`src/rtl/mult_sequencer.sv`:
```
// Sequential IN_W x IN_W unsigned multiplier that time-shares one external
// 4x4 multiplier, feeding one nibble pair per cycle and accumulating partials.
module mult_sequencer #(
   parameter int IN_W = 8
) (
   input  logic              clk,
   input  logic              rst,
   input  logic              start,
   input  logic [IN_W-1:0]   a,
   input  logic [IN_W-1:0]   b,
   output logic              busy,
   output logic              done,
   output logic [2*IN_W-1:0] p,
   output logic [3:0]        mul_a,
   output logic [3:0]        mul_b,
   input  logic [7:0]        mul_c
);

   localparam int             K    = IN_W / 4;
   localparam int             PW   = 2 * IN_W;
   localparam logic [1:0]     LAST = 2'(K - 1);

   typedef enum logic [1:0] {
      IDLE = 2'd0,
      RUN  = 2'd1,
      DONE = 2'd2
   } state_e;

   state_e            state_q, state_d;
   logic [1:0]        i_q, i_d;
   logic [1:0]        j_q, j_d;
   logic [IN_W-1:0]   a_q, a_d;
   logic [IN_W-1:0]   b_q, b_d;
   logic [PW-1:0]     acc_q, acc_d;
   logic [PW-1:0]     p_q, p_d;
   logic              done_q, done_d;
   logic [PW-1:0]     partial;
   logic [PW-1:0]     sum;

   // i walks the multiplicand nibbles, j the multiplier nibbles (j fastest).
   always_comb begin
      mul_a = '0;
      mul_b = '0;
      if (state_q == RUN) begin
         mul_a = a_q[4*i_q +: 4];
         mul_b = b_q[4*j_q +: 4];
      end
      partial = PW'(mul_c) << (4 * (i_q + j_q));
      sum     = acc_q + partial;
   end

   // NOTE: every output of this block gets a default first, so no path leaves
   // a signal unassigned and no latch can be inferred.
   always_comb begin
      state_d = state_q;
      i_d     = i_q;
      j_d     = j_q;
      a_d     = a_q;
      b_d     = b_q;
      acc_d   = acc_q;
      p_d     = p_q;
      done_d  = 1'b0;
      case (state_q)
         IDLE: begin
            if (start) begin
               a_d     = a;
               b_d     = b;
               acc_d   = '0;
               i_d     = '0;
               j_d     = '0;
               state_d = RUN;
            end
         end
         RUN: begin
            acc_d = sum;
            if (j_q == LAST) begin
               j_d = '0;
               i_d = i_q + 2'd1;
            end else begin
               j_d = j_q + 2'd1;
            end
            if ((i_q == LAST) && (j_q == LAST)) begin
               p_d     = sum;
               done_d  = 1'b1;
               i_d     = '0;
               j_d     = '0;
               state_d = DONE;
            end
         end
         DONE:    state_d = IDLE;
         default: state_d = IDLE;
      endcase
   end

   // NOTE: state registers use non-blocking assignment so every flop samples
   // the pre-edge values regardless of statement order.
   always_ff @(posedge clk) begin
      if (rst) begin
         state_q <= IDLE;
         i_q     <= '0;
         j_q     <= '0;
         a_q     <= '0;
         b_q     <= '0;
         acc_q   <= '0;
         p_q     <= '0;
         done_q  <= 1'b0;
      end else begin
         state_q <= state_d;
         i_q     <= i_d;
         j_q     <= j_d;
         a_q     <= a_d;
         b_q     <= b_d;
         acc_q   <= acc_d;
         p_q     <= p_d;
         done_q  <= done_d;
      end
   end

   assign busy = (state_q != IDLE);
   assign done = done_q;
   assign p    = p_q;

endmodule

```
`config.mk`:
```
export PLATFORM = sky130hd
export DESIGN_NAME = mult_sequencer
export DESIGN_NICKNAME = d
export VERILOG_FILES = /design/src/rtl/mult_sequencer.sv
export SDC_FILE = /design/constraint.sdc
export NUM_CORES = 1
export LEC_CHECK = 0
export CAP_MARGIN = 25
export CELL_PAD_IN_SITES_DETAIL_PLACEMENT = 0
export CELL_PAD_IN_SITES_GLOBAL_PLACEMENT = 1
export CORE_ASPECT_RATIO = 0.9
export CORE_UTILIZATION = 40
export CTS_BUF_LIST = sky130_fd_sc_hd__clkbuf_4
export CTS_CLUSTER_DIAMETER = 200
export CTS_CLUSTER_SIZE = 16
export DETAILED_ROUTE_END_ITERATION = 12
export PLACE_DENSITY_LB_ADDON = 0.08
export SYNTH_ARGS = -nofsm -noshare
export SYNTH_HDL_FRONTEND = slang
export SYNTH_SLANG_ARGS = --single-unit
```
`constraint.sdc`:
```
create_clock -name clk -period 9 [get_ports clk]
set_clock_uncertainty 0.15 [all_clocks]
set_input_delay 2.25 -clock clk [delete_from_list [all_inputs] [get_ports clk]]
set_output_delay 2.25 -clock clk [all_outputs]
set_load 0.005 [all_outputs]
```
==> out/qor.txt <==
Die X: 93.9 µm
Antenna diode count: 0
Post-CTS Setup Inserts: 0
Initial antenna violation count: 0
Number of H-tree branching levels: 2
Pin slew with the least headroom to its limit: 0.975 ns
Antenna Nets Post-Route: 0
CP arrival: 2.37 ns
Area growth syn-to-layout: 21.0%
Pre-antenna DRT Iters: 4
Final min period: 4.77 ns
CTS sink cnt: 55
Critical path required time: 6.60 ns
CTS Buffer Depth: 2
Post-synth top flop: dfxtp_1
DIE AREA: 7950 µm²
First-pass GRT wire length: 12900 µm
Max VDD drop: 0.0767 mV
Final hold slack: 0.312 ns
Top-count cell post-synth: nand2_1
DRC viols: 0
Mean area per synthesized cell: 7.95 µm²
Synth cell types: 43
Fmax: 0.210 GHz
EDFF count, synth: 0
Initial DRC count: 143
Outcome: completed
Pin count of the biggest net entering global routing: 43
# rows: 29
Global route overflow: 0
Post-synthesis register bit count: 55
Wire per inst: 15.4 µm
Tcrit/Tclk final: 53.0%
CP cell instances: nand2b_1, nor3_1, clkdlybuf4s50_1
Hold crit path type: reg -> reg
Seq/Total Area, Yosys: 36.2%
Unrepaired setup endpoints after global routing: no
Reg2Reg Setup Slack: 4.94 ns
Startpoint Class: register
CTS tree: yes
Final hold viol count: 0
Synth Warn #: 0
Max Slew Vio Count: 0
Slowest cell on the critical path: nand2b_1
Top cells by area, synth: dfxtp_1, nand2_1, a21oi_1
Initial cell density of the core: 42.3%
Clk Latency, worst-skew pair: 0.40 ns
Routed WL: 7950 µm
Area leader, netlist: dfxtp_1
Crit end category: output pin
Max-slew headroom: 35.0%
IO Port Bufs: 52
Via count: 2810
Yosys top cell area share: 36.2%
Placed cell count: 507
Final setup viols: 0
Vias in the first global route: 2641
Syn Nets: 427
GRT Total Usage: 20.6%
Max cap viols: 0
Layout cell share with drive strength beyond 1: 3.77%
Via density: 5.44
CP Max Fanout: 23
Pwr dens: 130 nW/µm²
Chip Height: 84.7 µm
TritonCTS buffer count: 5
Post-Syn Area: 3040 µm²
Design area: 3680 µm²
Post-CTS Hold Fix Bufs: 0
Nets: 468
Finished Layout Cells: 517
Static leakage: 0.00155 µW
Clk root buf: clkbuf_4
Ports: 53
CORE AREA: 7180 µm²
Post-synth top cells: nand2_1, dfxtp_1, a21oi_1
Post-DP HPWL: 5670 µm
Synth async-reset ratio: 0%
Post_cts resized: 0
Setup TNS: 0 ns
Placed Area: 3600 µm²
Gpl congestion: 0.861
Crit path kind: reg -> out
Post-synthesis cell count: 382
CP peak stage delay: 0.60 ns
Clock transition at path regs: 0.16 ns
-- stage by stage --
stage,total power (µW),util [%],setup slack (ns)
6_report,478,51.2,4.23
5_1_grt,504,51.2,4.11
4_1_cts,481,50.9,4.30
3_5_place_dp,363,50.1,3.96
3_3_place_gp,363,50.1,3.91
2_1_floorplan,329,-,4.64
-- flip-flops by register name, indices dropped and copies added (netlist names) --
name,count
i_q,2
done,1
p,16
state_q,2
a_q,8
j_q,2
acc_q,16
b_q,8
-- kinds of logic (layout without fill, tap and decap cells) --
family	count (synthesis)	in the layout	synth area share, %
simple gates	158	158	23.6
compound gates	93	93	19.9
flops	55	55	36.2
buf+inv	31	73	4.08
fa+ha+maj	18	18	7.91
xor+xnor	14	14	4.04
mux	13	13	4.28
-- cells in the final DEF (no fill, tap or decap), drive strengths merged, types with 3 or more instances in the layout --
cell / netlist / routed
a22o: 7 / 7
mux2i: 13 / 13
and2: 6 / 6
clkdlybuf4s50: 0 / 52
nor2b: 4 / 4
clkbuf: 13 / 5
xnor2: 5 / 5
xor2: 9 / 9
ha: 16 / 16
a22oi: 4 / 4
o211ai: 3 / 3
nand4: 3 / 3
nand2: 72 / 72
nor2: 23 / 23
inv: 10 / 11
nand3: 16 / 16
and3: 7 / 7
o21ai: 8 / 8
a21oi: 42 / 42
a31oi: 4 / 4
nand2b: 5 / 5
o311ai: 3 / 3
dfxtp: 55 / 55
nor3: 18 / 18
buf: 8 / 3
a21o: 10 / 10
-- power by group --
| group | internal, µW | switching (µW) | total, µW |
|---|---|---|---|
| registers | 253 | 6.51 | 259 |
| clock network | 32.1 | 86.2 | 118 |
| logic | 42.1 | 58.1 | 100 |
| total | 327 | 151 | 478 |
-- final cells by class --
class / instances / area [µm²]
Fill cell: 724 / 3510
Multi-Input combinational cell: 296 / 1810
Sequential cell: 55 / 1100
Timing Repair Buffer: 55 / 548
Tap cell: 93 / 116
Clock buffer: 5 / 37.5
Inverter: 10 / 37.5
Clock inverter: 3 / 23.8
-- layer usage --
metal  wire, µm  vias up  track usage [%]
li1           -     1428                -
met1       4040     1293             29.7
met2       3360       79             31.7
met3        463       10             3.53
met4         84        0             4.90
met5          0        -                0
-- critical path: cells and delay by family, from the launching register on --
kind,cells,cell delay (ns)
buf+inv,1,0.56
flops,1,0.37
simple gates,2,1.06
-- worst paths after layout --
path / startpoint / to / depth (start not counted)
max: state_q[1]$_SDFFE_PP0P_ / mul_b[2] / 3
min: p[0]$_SDFFE_PP0P_ / p[0]$_SDFFE_PP0P_ / 2
max reg2reg: j_q[0]$_SDFFE_PP0P_ / acc_q[10]$_SDFFE_PP0P_ / 13
min reg2reg: p[0]$_SDFFE_PP0P_ / p[0]$_SDFFE_PP0P_ / 2
No activity file was read; power rests on OpenSTA's default activity.
